<file path="config.mk">
export PLATFORM = sky130hd
export DESIGN_NAME = calc_display
export DESIGN_NICKNAME = d
export VERILOG_FILES = /design/src/rtl/calc_disp_pkg.sv /design/src/rtl/calc_display_seg7_decode.sv /design/src/rtl/calc_display.sv
export SDC_FILE = /design/constraint.sdc
export NUM_CORES = 1
export LEC_CHECK = 0
export ABC_AREA = 1
export BUFFER_PORTS_ARGS = -buffer_cell sky130_fd_sc_hd__buf_2
export CAP_MARGIN = 20
export CORE_MARGIN = 2
export CORE_UTILIZATION = 35
export CTS_BUF_LIST = sky130_fd_sc_hd__clkbuf_4 sky130_fd_sc_hd__clkbuf_8 sky130_fd_sc_hd__clkbuf_16
export DETAILED_ROUTE_END_ITERATION = 16
export PLACE_DENSITY_LB_ADDON = 0.08
export SLEW_MARGIN = 20
export SYNTH_ARGS = -nofsm -noshare
export SYNTH_HDL_FRONTEND = slang
export SYNTH_SLANG_ARGS = --single-unit
</file>
<file path="constraint.sdc">
create_clock -name clock -period 4.59 [get_ports clock]
set_input_delay 0.2295 -clock clock [delete_from_list [all_inputs] [get_ports clock]]
set_output_delay 0.2295 -clock clock [all_outputs]
set_load 0.01 [all_outputs]
</file>
<file path="src/rtl/calc_disp_pkg.sv">
// Shared constants for the calculator display path: core status codes, segment patterns
// (active-low {g,f,e,d,c,b,a}) and the decoder mode type.
package calc_disp_pkg;

  localparam logic [1:0] ST_ERR   = 2'b00;
  localparam logic [1:0] ST_BUSY  = 2'b01;
  localparam logic [1:0] ST_READY = 2'b10;

  localparam logic [3:0] BLANK = 4'hF;

  localparam logic [6:0] SEG_0     = 7'h40;
  localparam logic [6:0] SEG_1     = 7'h79;
  localparam logic [6:0] SEG_2     = 7'h24;
  localparam logic [6:0] SEG_3     = 7'h30;
  localparam logic [6:0] SEG_4     = 7'h19;
  localparam logic [6:0] SEG_5     = 7'h12;
  localparam logic [6:0] SEG_6     = 7'h02;
  localparam logic [6:0] SEG_7     = 7'h78;
  localparam logic [6:0] SEG_8     = 7'h00;
  localparam logic [6:0] SEG_9     = 7'h10;
  localparam logic [6:0] SEG_E     = 7'h06;
  localparam logic [6:0] SEG_R     = 7'h2F;
  localparam logic [6:0] SEG_BLANK = 7'h7F;

  typedef enum logic [1:0] {
    DecDigit,
    DecE,
    DecR,
    DecBlank
  } dec_mode_e;

endpackage

</file>
<file path="src/rtl/calc_display_seg7_decode.sv">
// Combinational 7-segment decoder: digit value plus render mode to active-low segments.
// Values 10-15 in digit mode render blank.
module seg7_decode
  import calc_disp_pkg::*;
(
  input  logic [3:0] value_i,
  input  dec_mode_e  mode_i,
  output logic [6:0] seg_o
);

  logic [6:0] digit_seg;

  always_comb begin
    digit_seg = SEG_BLANK;
    unique case (value_i)
      4'd0:    digit_seg = SEG_0;
      4'd1:    digit_seg = SEG_1;
      4'd2:    digit_seg = SEG_2;
      4'd3:    digit_seg = SEG_3;
      4'd4:    digit_seg = SEG_4;
      4'd5:    digit_seg = SEG_5;
      4'd6:    digit_seg = SEG_6;
      4'd7:    digit_seg = SEG_7;
      4'd8:    digit_seg = SEG_8;
      4'd9:    digit_seg = SEG_9;
      default: digit_seg = SEG_BLANK;
    endcase
  end

  always_comb begin
    seg_o = SEG_BLANK;
    unique case (mode_i)
      DecDigit: seg_o = digit_seg;
      DecE:     seg_o = SEG_E;
      DecR:     seg_o = SEG_R;
      DecBlank: seg_o = SEG_BLANK;
      default:  seg_o = SEG_BLANK;
    endcase
  end

endmodule

</file>
<file path="src/rtl/calc_display.sv">
// Display back end for the calculator core: shadow capture, atomic commit on ready, and a
// multiplexed NDIG-digit scan. Define CALC_DISP_LZB_EN to enable leading-zero blanking.
module calc_display
  import calc_disp_pkg::*;
#(
  parameter int unsigned NDIG     = 8,
  parameter int unsigned SCAN_DIV = 50000
) (
  input  logic            clock,
  input  logic            reset,
  input  logic [3:0]      wr_data,
  input  logic [3:0]      wr_pos,
  input  logic [1:0]      calc_status,
  output logic [NDIG-1:0] an,
  output logic [6:0]      seg,
  output logic            dp
);

  localparam int unsigned IdxW   = (NDIG > 1) ? $clog2(NDIG) : 1;
  localparam int unsigned PrescW = $clog2(SCAN_DIV);

  logic [NDIG-1:0][3:0] shadow_q, shadow_d;
  logic [NDIG-1:0][3:0] committed_q, committed_d;
  logic [1:0]           status_q;
  logic [PrescW-1:0]    presc_q, presc_d;
  logic [IdxW-1:0]      idx_q, idx_d;
  logic [NDIG-1:0]      an_q, an_d;
  logic [6:0]           seg_q, seg_d;

  logic                 commit;
  logic                 presc_wrap;
  logic [NDIG-1:0]      keep;
  logic [3:0]           sel_val;
  dec_mode_e            sel_mode;

  // Commit samples the shadow before this edge's write, so a same-edge write lands later.
  always_comb begin
    shadow_d = shadow_q;
    for (int i = 0; i < int'(NDIG); i++) begin
      if (int'(wr_pos) == i + 1) shadow_d[i] = wr_data;
    end
    commit      = (calc_status == ST_READY) && (status_q != ST_READY);
    committed_d = commit ? shadow_q : committed_q;
  end

  always_comb begin
    presc_wrap = (presc_q == PrescW'(SCAN_DIV - 1));
    presc_d    = presc_wrap ? '0 : presc_q + 1'b1;
    idx_d      = idx_q;
    if (presc_wrap) idx_d = (idx_q == IdxW'(NDIG - 1)) ? '0 : idx_q + 1'b1;
  end

`ifdef CALC_DISP_LZB_EN
  // keep[k] is set when some digit at or above k is nonzero; blank codes count as zero.
  always_comb begin
    keep = '0;
    keep[NDIG-1] = committed_q[NDIG-1] inside {[4'd1:4'd9]};
    for (int i = int'(NDIG) - 2; i >= 0; i--) begin
      keep[i] = keep[i+1] | (committed_q[i] inside {[4'd1:4'd9]});
    end
    keep[0] = 1'b1;
  end
`else
  always_comb begin
    keep = '1;
  end
`endif

  always_comb begin
    sel_val  = committed_q[idx_q];
    sel_mode = DecDigit;
    if (calc_status == ST_ERR) begin
      if (idx_q == IdxW'(2)) begin
        sel_mode = DecE;
      end else if (idx_q == IdxW'(1) || idx_q == IdxW'(0)) begin
        sel_mode = DecR;
      end else begin
        sel_mode = DecBlank;
      end
    end else if (!keep[idx_q]) begin
      sel_mode = DecBlank;
    end
  end

  seg7_decode u_seg7_decode (
    .value_i (sel_val),
    .mode_i  (sel_mode),
    .seg_o   (seg_d)
  );

  // First clock of every slot keeps all anodes off to avoid ghosting between digits.
  always_comb begin
    an_d = '1;
    if (presc_q != '0) begin
      for (int i = 0; i < int'(NDIG); i++) begin
        an_d[i] = (idx_q != IdxW'(i));
      end
    end
  end

  always_ff @(posedge clock or posedge reset) begin
    if (reset) begin
      shadow_q    <= {NDIG{BLANK}};
      committed_q <= {NDIG{BLANK}};
      status_q    <= ST_READY;
      presc_q     <= '0;
      idx_q       <= '0;
      an_q        <= '1;
      seg_q       <= SEG_BLANK;
    end else begin
      shadow_q    <= shadow_d;
      committed_q <= committed_d;
      status_q    <= calc_status;
      presc_q     <= presc_d;
      idx_q       <= idx_d;
      an_q        <= an_d;
      seg_q       <= seg_d;
    end
  end

  assign an  = an_q;
  assign seg = seg_q;
  assign dp  = 1'b1;

endmodule

</file>
== Word level (Yosys, flattened, before mapping) ==
Memories as Yosys holds them, arrays and structs flattened.
Index checks and enable logic that the tools add are counted.

* $lt $le $gt $ge: 1
* Equal/unequal tests: 24
* $add $sub $neg: 2
* Mux-type cells: 11
* Reductions and logical operators: 7

{| class="wikitable"
|+ Operators with widths
! operator !! count
|-
| $pmux W7 S4 || 1
|-
| $eq A4 B4 Y1 const B || 5
|-
| $add A16 B1 Y16 const B || 1
|-
| $eq A16 B16 Y1 const B || 1
|-
| $mux W16 || 1
|-
| $reduce_bool A16 Y1 || 1
|-
| $bmux W4 S3 || 1
|-
| $ne A3 B3 Y1 const B || 4
|-
| $eq A4 B3 Y1 const B || 2
|-
| $mux W8 || 1
|-
| $eq A2 B2 Y1 const B || 3
|-
| $mux W2 || 3
|-
| $ne A3 B2 Y1 const B || 2
|-
| $eq A4 B2 Y1 const B || 1
|-
| $logic_not A2 Y1 || 2
|-
| $lt A3 B4 Y1 const B || 1
|-
| $mux W4 || 1
|-
| $add A3 B1 Y3 const B || 1
|-
| $eq A3 B1 Y1 const B || 1
|-
| $eq A3 B2 Y1 const B || 1
|-
| $eq A3 B3 Y1 const B || 1
|-
| $logic_not A3 Y1 || 1
|-
| $mux W3 || 1
|-
| $ne A3 B1 Y1 const B || 1
|-
| other kinds (6) || 7
|}

* Word-level logic and storage cells: 68
* Memories kept: 2
* Output and inout port bits: 16
* Bits of input ports: 12
* ROM bits: 120
* Register bits after elaboration: 100

{| class="wikitable"
|+ Memories
! memory !! words !! width !! read ports !! clocked after Yosys merged registers in !! wr ports !! line !! source
|-
| (name not given) || 16 || 7 || 1 || 0 || 0 || calc_display_seg7_decode.sv:15 || <nowiki>unique case (value_i)</nowiki>
|-
| (name not given) || 8 || 1 || 1 || 0 || 0 || calc_display.sv:80 || <nowiki>end else if (!keep[idx_q]) begin</nowiki>
|}

== Logic depth before layout (Yosys ltp) ==
* Depth after elaboration: 7
* Depth in mapped cells: 15
* Mapped depth without buffers: 13

== Modules after synthesis ==
From an unflattened synthesis, not the netlist that was laid out.

* Cell total of the unflattened synthesis: 575
* Area total of the unflattened synthesis: 4805.9 µm²

{| class="wikitable"
|+ By module, submodules not included
! module !! sequential area each (µm²) !! area each (µm²) !! instances !! cells an instance
|-
| calc_display || 2602.5 || 4514.3 || 1 || 521
|-
| seg7_decode || 0.0 || 291.5 || 1 || 54
|}

== Worst setup path after synthesis ==
No wires, ideal clock.

* Path type: flip-flop to flip-flop
* Start point: reg idx_q[0]
* End point: reg seg_q[3], in the netlist seg[3]
* Cell stages (with the launch flop): 16
* Data required time: 4.530 ns
* Setup time: 0.060 ns
* Buffers on the path: 2
* Clock period less this slack: 1.745 ns
* Arrival time: 1.685 ns
* Path slack: 2.845 ns
* Cells stage by stage: dfrtp_1 -> buf_6 -> inv_6 -> buf_12 -> nand2_1 -> nand3_1 -> nand2_1 -> nand2_1 -> nand2_1 -> inv_1 -> ha_1 -> nand3_1 -> nand3_1 -> nand2_1 -> nand2_1 -> nand2_1

* Cells in the longest elaborated chain, start to end: 7
* Elaborated cells between the ends (all ways): 18
* Classes of those cells: eq/ne: 5; mux: 8; reduce/logical: 3; memory: 2

{| class="wikitable"
|+ RTL lines
! element !! line !! source
|-
| start, declared || calc_display.sv:26 || <nowiki>logic [IdxW-1:0] idx_q, idx_d;</nowiki>
|-
| start signal, assigned || calc_display.sv:115 || <nowiki>idx_q <= idx_d;</nowiki>
|-
| parallel branches: the longest is 6 deep, another holds $mem_v2 Z16 W7 || n/a ||
|-
| $pmux W7 S4 (*) || calc_display_seg7_decode.sv:32 || <nowiki>unique case (mode_i)</nowiki>
|-
| net seg_d[3] || calc_display.sv:28 || <nowiki>logic [6:0] seg_q, seg_d;</nowiki>
|-
| end signal, assigned || calc_display.sv:117 || <nowiki>seg_q <= seg_d;</nowiki>
|-
| end, declared || calc_display.sv:28 ||
|}

Mark *: on every way through the listed nets, which the timed path passes. The select of a mux whose other input is x is not followed.
A chain may end at the register's enable or synchronous reset.

== Worst setup path in the final report ==
Same ends and word-level chain as after synthesis.

==> metrics.log <==
[metrics] CTS sink count: 100
[metrics] core outline area: 13200 µm²
[metrics] GRT Total Usage: between 10 and 15%
[metrics] synthesized netlist cell count: 540
[metrics] data arrival at the endpoint of the critical path: 2.55 ns
[metrics] final worst-path cycle share: 49.4%
[metrics] maximum resistive drop on vdd: 165 µV
[metrics] # resized after CTS: 0
[metrics] share of the core filled with cells in the final layout: 40.3%
[metrics] CTS tree: built
[metrics] number of storage elements in the synthesis netlist: 100
[metrics] global placement routability congestion: 0.825
[metrics] width of the die: roughly 120 µm
[metrics] setup TNS: 0 ns
[metrics] detailed-route via count: 3391
[metrics] router iterations before antenna repair: 4
[metrics] CP max stage cell: sky130_fd_sc_hd__dfrtp_1
[metrics] detailed-route wire length per cell: 13.1 µm
[metrics] filler-free cell count of the finished design: ~750
[metrics] sort of element at the end of the critical path: flip-flop
[metrics] die height: 121 µm
[metrics] worst-case setup slack after placement: 2.32 ns
[metrics] Critical Path RT: 4.88 ns
[metrics] CTS clk-pin slew, worst paths: about 0.07 ns
[metrics] final setup violation count: 0
[metrics] Slew Viols, Final: 0
[metrics] mapped cell area: about 4800 µm²
[metrics] area delta synth->final: 12.2%
[metrics] DRC viols: 0
[metrics] Yosys warnings: 0
[metrics] RSZ-0062 raised after global routing: false
[metrics] most used cell, CP: sky130_fd_sc_hd__nand2_1
[metrics] Cells after DPL: 732
[metrics] outcome: finished clean
[metrics] Max Cap Violations: 0
[metrics] share of layout cells above drive strength 1: 26.4%
[metrics] Placed Area: just over 5000 µm²
[metrics] total routed wirelength: 9800 µm
[metrics] Fin Clk Skew: ~0.008 ns
[metrics] number of antenna diodes: 0
[metrics] Port Buffer Count: 26
[metrics] effective utilization at floorplan: 36.0%
[metrics] mean number of vias per cell: 4.53
[metrics] ANT nets after route: 0
[metrics] static leakage: 2.56 nW
[metrics] number of hold-repair buffers added at the cts stage: 0
[metrics] Max stage delay on crit path: 0.81 ns
[metrics] maximum fanout count along the critical path: 21
[metrics] Post-Synthesis Net Count: about 570
[metrics] Fin. Hold Viols: 0
[metrics] Min-Delay Path Class: input pin to flip-flop
[metrics] critical path cell sequence: inv_6, nand2_1, nand3_1, nand2_1, nand2_1, nand2_1, inv_1, ha_1, nand3_1, nand3_1, nand2_1, nand2_1, nand2_1
[metrics] number of buffers inserted to repair setup after CTS: 0
[metrics] mean post-synth cell area: between 8 and 9 µm²
[metrics] maximum operating frequency: 0.441 GHz
[metrics] # nets final: between 500 and 600
[metrics] portion of the post-synthesis area used by sequential elements: 54.7%
[metrics] Distinct cells, synth: 34
[metrics] path type of the worst setup path: flip-flop to flip-flop
[metrics] grt ovf: 0
[metrics] number of H-tree levels: 3
[metrics] DRC violation total after the first TritonRoute iteration: 204
[metrics] Total Die Area: 14600 µm²
[metrics] number of top-level pins: 28
[metrics] DPL Wire Length: approximately 7000 µm
[metrics] kind of launch point of the worst setup path: flip-flop
[metrics] maximum number of pins on one net before global-route repair: 73
[metrics] vias in the first global route: between 3k and 4k
[metrics] CTS max path bufs: 2
[metrics] post-route worst setup slack: 2.32 ns
[metrics] total power per unit cell area: approximately 430 nW/µm²
[metrics] global-route wire length before repair: ~17000 µm
[metrics] remaining max-slew budget at the tightest pin: 42.6%
[metrics] slew at the pin closest to its max-slew limit: 0.861 ns
[metrics] TritonCTS buffer count: 9
[metrics] clock period minus worst slack: 2.27 ns
[metrics] post-route design area: 5340 µm²
[metrics] antenna violations before repair: 0
[metrics] Skew-Pair Late Insertion Delay: around 0.34 ns
[metrics] master cell of the clock root buffer: sky130_fd_sc_hd__clkbuf_16
[metrics] number of rows in the core area: 42
## through the flow
stage          total power (W)  hold slack, ns
3_3_place_gp           0.00154           0.365
3_5_place_dp           0.00154           0.375
6_report               0.00228          0.0210
2_1_floorplan          0.00143           0.234
5_1_grt                0.00243         0.00756
4_1_cts                0.00233         0.00375
## final timing paths
path	startpoint	end	slack, ns	cells after the start
setup / recovery	idx_q[0]$_DFFE_PP0N_	seg[3]$_DFF_PP1_	2.32	13
hold / removal	calc_status[1]	status_q[1]$_DFF_PP1_	0.02	1
setup reg to reg	idx_q[0]$_DFFE_PP0N_	seg[3]$_DFF_PP1_	2.32	13
hold reg to reg	committed_q[5]$_DFFE_PP1P_	committed_q[5]$_DFFE_PP1P_	0.48	2
max in group asynchronous	reset	seg[1]$_DFF_PP1_	3.56	3
min in group asynchronous	reset	presc_q[0]$_DFF_PP0_	0.08	2
## routing by layer
| layer | global-route usage, % | share of wire [%] |
|---|---|---|
| met1 | 21.2 | 51 |
| met2 | 22.2 | 45 |
| met4 | 6.10 | 2.1 |
| met3 | 2.45 | 2.5 |
| met5 | 0 | 0 |
## state kept, by name (all words and copies together), names as in the netlist
register	flops
an	8
seg	7
status_q	2
idx_q	3
shadow_q	32
committed_q	32
presc_q	16
## cells by family after synthesis
logic type	count (synthesis)	share of synthesized area, %
DFF	100	54.7
muxes	9	2.13
and+or+nand+nor	256	22.5
adders and majority gates	14	3.68
other	1	0.0787
xor gates and xnor gates	5	0.920
AOI/OAI and AO/OA	72	8.33
buffers and inverters	83	7.75
## cell type report
type,count,area (µm²)
Clock inverter,6,62.6
Clock buffer,10,239
Inverter,71,274
Tap cell,176,220
Timing Repair Buffer,28,145
Sequential cell,100,2600
Fill cell,1382,7900
Multi-Input combinational cell,357,1800
## Yosys cell counts, drive strengths merged
cell,n,share of area [%]
nand2,136,11
dfstp,80,44
inv,71,5.7
nor2,67,5.3
o21ai,43,4.9
nand3,37,4.1
a21oi,24,2.5
dfrtp,20,11
ha,14,3.7
buf,12,2.0
mux2,9,2.1
nor3,8,0.84
xor2,4,0.74
nand3b,2,0.32
nand4,2,0.26
nor3b,2,0.32
a31oi,1,0.13
a41oi,1,0.18
conb,1,0.079
nor4,1,0.13
o211ai,1,0.26
o21a,1,0.16
o21bai,1,0.16
or2,1,0.13
xnor2,1,0.18
## worst max-delay path, delay by kind of cell, from the launching register on
family | cells | cell delay, ns
adder cells (fa/ha/maj) | 1 | 0.30
buffers and inverters | 2 | 0.29
flip-flops | 1 | 0.81
AND/OR/NAND/NOR | 10 | 0.79
## layout by cell type (no fill, tap or decap)
cell / count
sky130_fd_sc_hd__a21oi_1: 24
sky130_fd_sc_hd__a31oi_1: 1
sky130_fd_sc_hd__a41oi_1: 1
sky130_fd_sc_hd__buf_2: 26
sky130_fd_sc_hd__buf_4: 2
sky130_fd_sc_hd__bufinv_16: 1
sky130_fd_sc_hd__clkbuf_16: 9
sky130_fd_sc_hd__clkbuf_8: 1
sky130_fd_sc_hd__clkinv_2: 3
sky130_fd_sc_hd__clkinv_4: 1
sky130_fd_sc_hd__conb_1: 1
sky130_fd_sc_hd__dfrtp_1: 20
sky130_fd_sc_hd__dfstp_2: 80
sky130_fd_sc_hd__ha_1: 14
sky130_fd_sc_hd__inv_1: 67
sky130_fd_sc_hd__inv_2: 2
sky130_fd_sc_hd__inv_4: 1
sky130_fd_sc_hd__inv_6: 2
sky130_fd_sc_hd__mux2_2: 9
sky130_fd_sc_hd__nand2_1: 131
sky130_fd_sc_hd__nand2_2: 4
sky130_fd_sc_hd__nand2_4: 1
sky130_fd_sc_hd__nand3_1: 35
sky130_fd_sc_hd__nand3_2: 2
sky130_fd_sc_hd__nand3b_1: 2
sky130_fd_sc_hd__nand4_1: 2
sky130_fd_sc_hd__nor2_1: 67
sky130_fd_sc_hd__nor3_1: 8
sky130_fd_sc_hd__nor3b_1: 2
sky130_fd_sc_hd__nor4_1: 1
sky130_fd_sc_hd__o211ai_4: 1
sky130_fd_sc_hd__o21a_1: 1
sky130_fd_sc_hd__o21ai_0: 38
sky130_fd_sc_hd__o21ai_2: 5
sky130_fd_sc_hd__o21bai_1: 1
sky130_fd_sc_hd__or2_2: 1
sky130_fd_sc_hd__xnor2_1: 1
sky130_fd_sc_hd__xor2_1: 4
## power by group
part	leakage, nW	total (W)	switching [W]	internal [W]
combinational	1.30	0.000344	0.000212	0.000132
sequential	1.10	0.00118	0.0000622	0.00111
clock	0.153	0.000760	0.000322	0.000437
Note: power is estimated with default switching activity, not from simulation.
